$ cat src/rtl/regfile_wb_arbiter.sv
`default_nettype none
// ============================================================================
// Module   : regfile_wb_arbiter
// Purpose  : Arbitrates the register-file write port between the pipeline
//            writeback (req0) and the mult/div unit (req1), with a
//            bounded-starvation guarantee for req1.
// Revision : 1.0  initial release
// ============================================================================
module regfile_wb_arbiter #(
    parameter int DATA_WIDTH   = 32,
    parameter int STARVE_LIMIT = 4
) (
    input  logic                  clock,
    input  logic                  reset,
    input  logic                  req0_valid,
    input  logic [4:0]            req0_addr,
    input  logic [DATA_WIDTH-1:0] req0_data,
    output logic                  req0_ready,
    input  logic                  req1_valid,
    input  logic [4:0]            req1_addr,
    input  logic [DATA_WIDTH-1:0] req1_data,
    output logic                  req1_ready,
    output logic                  wr_enable,
    output logic [4:0]            wr_addr,
    output logic [DATA_WIDTH-1:0] wr_data,
    output logic [31:0]           wr_select,
    output logic                  starved
);

    localparam logic [3:0] c_limit = 4'(STARVE_LIMIT);

    logic [3:0]            r_wait_cnt;
    logic                  r_wr_enable;
    logic [4:0]            r_wr_addr;
    logic [DATA_WIDTH-1:0] r_wr_data;

    logic                  w_starved;
    logic                  w_grant0;
    logic                  w_grant1;
    logic                  w_xfer;
    logic [4:0]            w_win_addr;
    logic [DATA_WIDTH-1:0] w_win_data;

    assign w_starved = (r_wait_cnt == c_limit);

    // Once starved, req1 is still valid (the counter clears whenever it drops).
    assign w_grant0 = req0_valid && !w_starved;
    assign w_grant1 = req1_valid && (w_starved || !req0_valid);
    assign w_xfer   = w_grant0 || w_grant1;

    assign w_win_addr = w_grant1 ? req1_addr : req0_addr;
    assign w_win_data = w_grant1 ? req1_data : req0_data;

    always_ff @(posedge clock or posedge reset) begin
        if (reset) begin
            r_wait_cnt <= 4'd0;
        end else if (!req1_valid || w_grant1) begin
            r_wait_cnt <= 4'd0;
        end else if (r_wait_cnt < c_limit) begin
            r_wait_cnt <= r_wait_cnt + 4'd1;
        end
    end

    // Register-0 writes are accepted but never strobed into the file.
    always_ff @(posedge clock or posedge reset) begin
        if (reset) begin
            r_wr_enable <= 1'b0;
            r_wr_addr   <= 5'd0;
            r_wr_data   <= '0;
        end else if (w_xfer) begin
            r_wr_enable <= (w_win_addr != 5'd0);
            r_wr_addr   <= w_win_addr;
            r_wr_data   <= w_win_data;
        end else begin
            r_wr_enable <= 1'b0;
        end
    end

    for (genvar i = 0; i < 32; i++) begin : g_wr_select
        assign wr_select[i] = r_wr_enable && (r_wr_addr == 5'(i));
    end

    assign req0_ready = w_grant0;
    assign req1_ready = w_grant1;
    assign wr_enable  = r_wr_enable;
    assign wr_addr    = r_wr_addr;
    assign wr_data    = r_wr_data;
    assign starved    = w_starved;

endmodule
`default_nettype wire

$ cat config.mk
export PLATFORM = sky130hd
export DESIGN_NAME = regfile_wb_arbiter
export DESIGN_NICKNAME = d
export VERILOG_FILES = /design/src/rtl/regfile_wb_arbiter.sv
export SDC_FILE = /design/constraint.sdc
export NUM_CORES = 1
export LEC_CHECK = 0
export CORE_MARGIN = 2
export CORE_UTILIZATION = 42
export DETAILED_ROUTE_END_ITERATION = 10
export GPL_TIMING_DRIVEN = 0
export HOLD_SLACK_MARGIN = 0.02
export PLACE_DENSITY_LB_ADDON = 0.3
export SYNTH_ARGS = -nofsm -noshare
export SYNTH_HDL_FRONTEND = slang
export SYNTH_SLANG_ARGS = --single-unit
$ cat constraint.sdc
create_clock -name clock -period 2.9 [get_ports clock]
set_input_delay 0.58 -clock clock [delete_from_list [all_inputs] [get_ports clock]]
set_output_delay 0.58 -clock clock [all_outputs]
set_load 0.1 [all_outputs]
==> flow_summary_export.csv, run 1 <==
group,metric,value,unit
run_status,status,"finished, final reports clean",
floorplan,die_area,6958,sq um
finish,drive_above_1_share,36.11,%
power_and_ir_drop,power,2.187,mW
finish,area_delta_synth_final,65.04,%
logic_synthesis,synthCells,202,
logic_synthesis,synth_fa_ha_area_share,0.9447,%
sta,drv_slew,0,
finish,fin_nets,439,
logic_synthesis,ys_warn_count,0,
finish,multi_input_area,1508,sq um
flow_run,drv_cap,0,
drt,drc,0,
logic_synthesis,synth_top_family_by_area,"multiplexers",
setup_path,worstSetupPathType,"reg2out",
placement,hpwl,5305,microns
sta,hold_viol,0,
logic_synthesis,netlist-cell-type-count,26,
floorplan,num_rows,28,
power_and_ir_drop,switching_power,918.0,uW
power_and_ir_drop,power-per-cell-area,500.3,nW/um^2
cts,cts_tree,"done",
min_path,hold_path.class,"reg2reg",
setup_path,cp.required,2.32,ns
finish,antenna_cells,0,
sta,worst_pin_slew,0.9950,ns
drt,wl,6848,microns
cts,clock_latency,0.30,ns
finish,final_cell_mix,"clkdlybuf4s50_1, mux2_4, dfrtp_1",
drt,drtAntennaViolNets,0,
placement,numPortBuffers,149,
floorplan,core,5991,sq um
cts,ctsResizeCount,44,
logic_synthesis,yosys.area_share.xor_xnor,0.3307,%
cts,cts_hold_buf,0,
sta,fmax,354.5,MHz
drt,vias,2104,
sta,fin_hold_ws,0.5941,ns
sta,slew_headroom,33.46,%
logic_synthesis,synth_compound_area_share,0.7558,%
sta,finalSetupViolCount,0,
global_routing,grt_max_degree,24,
placement,placed_cells,427,
logic_synthesis,syn_nets,282,
finish,final-seq-area,1051,sq um
setup_path,crit_path_end_kind,"primary output",
drt,drtIter0Drc,81,
floorplan,pin_count,151,
drt,first_pass_iters,4,
cts,htree_num_levels,2,
drt,viasPerCell,4.837,
logic_synthesis,synthSimpleGateAreaFrac,10.58,%
global_routing,grt_pass1_wl,10960,microns
finish,fillers,467,
cts,cts-buffers-inserted,5,
global_routing,antenna_found_initial,0,
cts,cts_setup_buffers,0,
power_and_ir_drop,p_leak,2.048,nW
placement,place.gp.congestion,0.8602,
logic_synthesis,muxShareOfSynthArea,42.04,%
global_routing,grt_usage,19.69,%
power_and_ir_drop,pwr-share-seq,31.1,%
placement,dpl_worst_slack,-0.3414,ns
sta,finClkSkew,0.01244,ns
logic_synthesis,syn_area,2649,sq um
floorplan,die_y,83.42,microns
drt,routedWlPerCell,15.74,microns
power_and_ir_drop,switching_share,41.97,%
power_and_ir_drop,ir_worst_vdd,0.0002613,V
global_routing,grt_pass1_vias,2191,
global_routing,grt_overflow,0,
logic_synthesis,synth_seq_cells,42,
cts,root_buffer,"clkbuf_8",
sta,rsz0062_at_grt,"no",
cts,clk_pin_slew_worst_paths,0.08,ns
sta,worst_slack,0.07922,ns
cts,clock_sinks,42,
logic_synthesis,ys_seq_area_share,39.68,%
logic_synthesis,avgSynthCellArea,13.11,sq um
finish,stdcell_count,435,
setup_path,cp.arrival,2.24,ns
setup_path,startpoint_type,"register",
power_and_ir_drop,internal-power,1.269,mW
cts,cts_buffer_depth,2,
finish,layout_commonest_cell,"clkdlybuf4s50_1",
power_and_ir_drop,pwr-share-comb,47.6,%
finish,postLayoutCoreUtil,72.97,%
floorplan,die_x,83.42,microns
sta,fin_crit_sh,97.27,%
floorplan,initial_core_util,44.21,%
setup_path,path_max_fanout,3,
power_and_ir_drop,p_clk_share,21.3,%
sta,min_period,2.821,ns
## registers in the layout (all words and copies together), names as in the netlist
signal and count:
r_wait_cnt 4, wr_data 32, wr_addr 5, wr_enable 1
## layer usage
metal  share of wire (%)  vias to the layer above  global-route usage [%]
met5                   0                        -                       0
met4                 1.5                        0                   6.158
met3                 5.9                        9                   5.070
met2                  51                       91                   33.50
met1                  42                     1002                   24.53
li1                    -                     1002                       -
## cell usage after synthesis, drive strengths merged
| master | n | area [sq um] |
|---|---|---|
| mux2 | 74 | 1104 |
| nor2 | 37 | 138.9 |
| and3 | 1 | 6.260 |
| ha | 2 | 25.02 |
| nor2b | 3 | 18.77 |
| a21oi | 2 | 10.01 |
| nand2b | 2 | 12.51 |
| xnor2 | 1 | 8.760 |
| or4 | 2 | 15.01 |
| nand3 | 5 | 25.02 |
| buf | 9 | 116.4 |
| nand3b | 1 | 20.02 |
| inv | 6 | 22.52 |
| dfrtp | 42 | 1051 |
| or2 | 1 | 6.260 |
| o21ai | 2 | 10.01 |
| clkbuf | 3 | 11.26 |
| nand2 | 6 | 25.03 |
| and2 | 1 | 6.260 |
| nand4 | 1 | 6.260 |
| mux2i | 1 | 10.01 |
## power by group through the flow
stage	registers, mW	logic (mW)	clock network [mW]
after floorplan	1.08	0.369	0
after global placement	0.689	1.04	0
after detailed placement	0.690	1.05	0
after CTS	0.681	1.05	0.476
after global routing	0.689	1.08	0.495
final	0.681	1.04	0.466
## final timing paths
kind | startpoint | to | slack, ns | depth (start not counted)
min in group asynchronous | reset | wr_addr[4] | 0.62 | 2
max reg2reg | r_wait_cnt[0] | wr_data[20] | 1.35 | 6
min reg2reg | r_wait_cnt[0] | r_wait_cnt[0] | 0.59 | 2
max in group asynchronous | reset | wr_data[21] | 1.81 | 3
max | r_wait_cnt[0] | starved | 0.08 | 5
min | r_wait_cnt[0] | r_wait_cnt[0] | 0.59 | 2
## final cells by class
cell class                 count  share of cell area (%)
multi-input combinational    142                   34.49
timing repair buffer         150                   33.40
sequential                    42                   24.04
buffer                        12                   2.919
tap                           75                   2.147
clock buffer                   5                   1.574
clock inverter                 3                  0.9159
inverter                       6                  0.5152
## worst max-delay path: stages (launching register included)
cell             delay [ns]
dfrtp_1                0.41
inv_1                  0.07
ha_1                   0.18
nand3b_4               0.09
inv_1                  0.06
clkdlybuf4s50_1        1.13
## metrics by stage
step | setup TNS, ns | area, sq um
3_5_place_dp | -0.6164 | 4322
2_1_floorplan | -3.454 | 2709
4_1_cts | 0 | 4400
3_3_place_gp | -0.5999 | 4294
6_report | 0 | 4372
5_1_grt | 0 | 4372
## kinds of logic (layout without fill, tap and decap cells)
logic type / Yosys count / in the layout
multiplexers: 75 / 75
XOR/XNOR: 1 / 1
buffers and inverters: 18 / 176
adder cells (fa/ha/maj): 2 / 2
AO/OA/AOI/OAI: 4 / 4
flip-flops: 42 / 42
AND/OR/NAND/NOR: 60 / 60
Note: power is estimated with default switching activity, not from simulation.
==> run 2: changes to the inputs <==
- CORE_MARGIN: 2 -> 1
- GPL_ROUTABILITY_DRIVEN: default -> 0
- PLACE_DENSITY: default -> 0.84
- PLACE_DENSITY_LB_ADDON: 0.3 -> default
==> run 2 against run 1 <==
  * Hold slack gained 0.0049 ns
  * Design area fell by 2.0%
  * Largest power group unchanged
  * Core utilization decreased by 1.4 points
  * Global-route usage grew 1.4 points
  * Critical path depth did not move
  * Count of clock-buffer cells in the layout is 3 higher
  * Maximum frequency is 0.39% lower
  * Combinational power is essentially flat
  * Die area fell by 4.7%
  * Critical path type unchanged
==> flow_summary_export.csv, run 2 (synthesized netlist as in run 1, its figures left out) <==
group,metric,value,unit
run_status,status,"finished, final reports clean",
cts,cts_setup_buffers,0,
finish,layout_commonest_cell,"clkdlybuf4s50_1",
power_and_ir_drop,power-per-cell-area,503.0,nW/um^2
floorplan,num_rows,28,
global_routing,grt_overflow,0,
setup_path,r2r_slack,1.34,ns
placement,numPortBuffers,149,
cts,clock_sinks,42,
sta,fin_crit_sh,97.64,%
setup_path,startpoint_type,"register",
drt,routedWlPerCell,15.85,microns
cts,clk_pin_slew_worst_paths,0.08,ns
sta,worst_pin_slew,1.002,ns
floorplan,initial_core_util,44.21,%
global_routing,antenna_found_initial,0,
cts,htree_num_levels,2,
global_routing,grt_pass1_vias,2085,
placement,hpwl,5366,microns
min_path,hold_path.class,"reg2reg",
sta,finClkSkew,0.006079,ns
drt,drtIter0Drc,67,
drt,drc,0,
placement,placed_cells,426,
min_path,min_from,"r_wait_cnt[1]",
finish,stdcell_count,434,
finish,final_cell_mix,"clkdlybuf4s50_1, mux2_4, dfrtp_1",
global_routing,grt_usage,21.06,%
power_and_ir_drop,power,2.156,mW
power_and_ir_drop,p_leak,2.016,nW
finish,antenna_cells,0,
sta,slew_headroom,33.00,%
floorplan,die_area,6628,sq um
setup_path,worstSetupPathType,"reg2out",
flow_run,drv_cap,0,
floorplan,die_x,81.42,microns
min_path,min_to,"r_wait_cnt[1]",
sta,fmax,353.1,MHz
sta,hold_viol,0,
finish,area_delta_synth_final,61.79,%
finish,fin_nets,438,
drt,vias,2119,
cts,clock_latency,0.29,ns
setup_path,path_max_fanout,3,
sta,rsz0062_at_grt,"no",
setup_path,crit_path_end_kind,"primary output",
sta,drv_slew,0,
drt,wl,6881,microns
finish,drive_above_1_share,39.00,%
sta,finalSetupViolCount,0,
drt,viasPerCell,4.882,
cts,cts-buffers-inserted,5,
finish,fillers,457,
global_routing,grt_max_degree,43,
finish,largest_reg_flops,32,
floorplan,core,5991,sq um
cts,cts_hold_buf,0,
setup_path,reg2reg_from,"r_wait_cnt[0]",
min_path,worstHoldPathCells,2,
cts,cts_buffer_depth,2,
drt,first_pass_iters,4,
cts,root_buffer,"clkbuf_8",
setup_path,rr_worst_depth,6,
sta,fin_tns_setup,0,ns
cts,ctsResizeCount,36,
power_and_ir_drop,ir_worst_vdd,0.0002794,V
global_routing,grt_pass1_wl,10440,microns
setup_path,cp.required,2.32,ns
floorplan,pin_count,151,
setup_path,reg2reg_to,"wr_data[18]",
drt,drtAntennaViolNets,0,
finish,postLayoutCoreUtil,71.53,%
floorplan,die_y,81.42,microns
setup_path,cp.arrival,2.25,ns
sta,min_period,2.832,ns
cts,cts_tree,"done",
## run 2: area by class of cell
cell class	count	area [sq um]	area share, %
Timing Repair Buffer	149	1373	32.03
Buffer	12	127.6	2.978
Sequential cell	42	1051	24.53
Multi-Input combinational cell	142	1508	35.18
Inverter	6	22.52	0.5255
Clock buffer	8	110.1	2.569
Tap cell	75	93.84	2.190
## run 2: routing by layer
layer,track usage (%),vias up,wire [microns]
li1,-,995,-
met1,25.27,1011,2709
met2,36.67,104,3513
met3,4.778,9,560
met4,7.679,0,97
met5,0,-,0
## run 2: worst max-delay path by stage
stage                        from            end  slack, ns  cells after the start
floorplan               wr_enable  wr_select[12]      -0.44                      3
global placement       req0_valid     req1_ready      -0.34                      5
detailed placement     req0_valid     req1_ready      -0.34                      5
CTS                    wr_addr[0]  wr_select[16]      0.009                      4
global route        r_wait_cnt[0]        starved      0.007                      5
finish              r_wait_cnt[0]        starved       0.07                      5
## run 2: report_power, final
| group | leakage (nW) | switching (mW) | internal [mW] | total (mW) |
|---|---|---|---|---|
| Clock | 0.0575 | 0.198 | 0.241 | 0.439 |
| Combinational | 1.46 | 0.664 | 0.369 | 1.03 |
| Sequential | 0.497 | 0.0427 | 0.640 | 0.683 |
| Total | 2.02 | 0.906 | 1.25 | 2.16 |
## run 2: worst max-delay path: stages, from the launching register on
cell and delay [ns]:
dfrtp_1 0.42, inv_1 0.07, ha_1 0.19, nand3b_4 0.10, inv_1 0.06, clkdlybuf4s50_1 1.13
## run 2: per-stage QoR
| stage | setup slack (ns) | hold WS, ns | cell area (sq um) |
|---|---|---|---|
| 6_report | 0.06832 | 0.5989 | 4285 |
| 5_1_grt | 0.006992 | 0.6239 | 4285 |
| 4_1_cts | 0.008659 | 0.5999 | 4364 |
| 3_5_place_dp | -0.3433 | 0.5737 | 4294 |
| 3_3_place_gp | -0.3397 | 0.5653 | 4294 |
| 2_1_floorplan | -0.4412 | 0.5368 | 2709 |
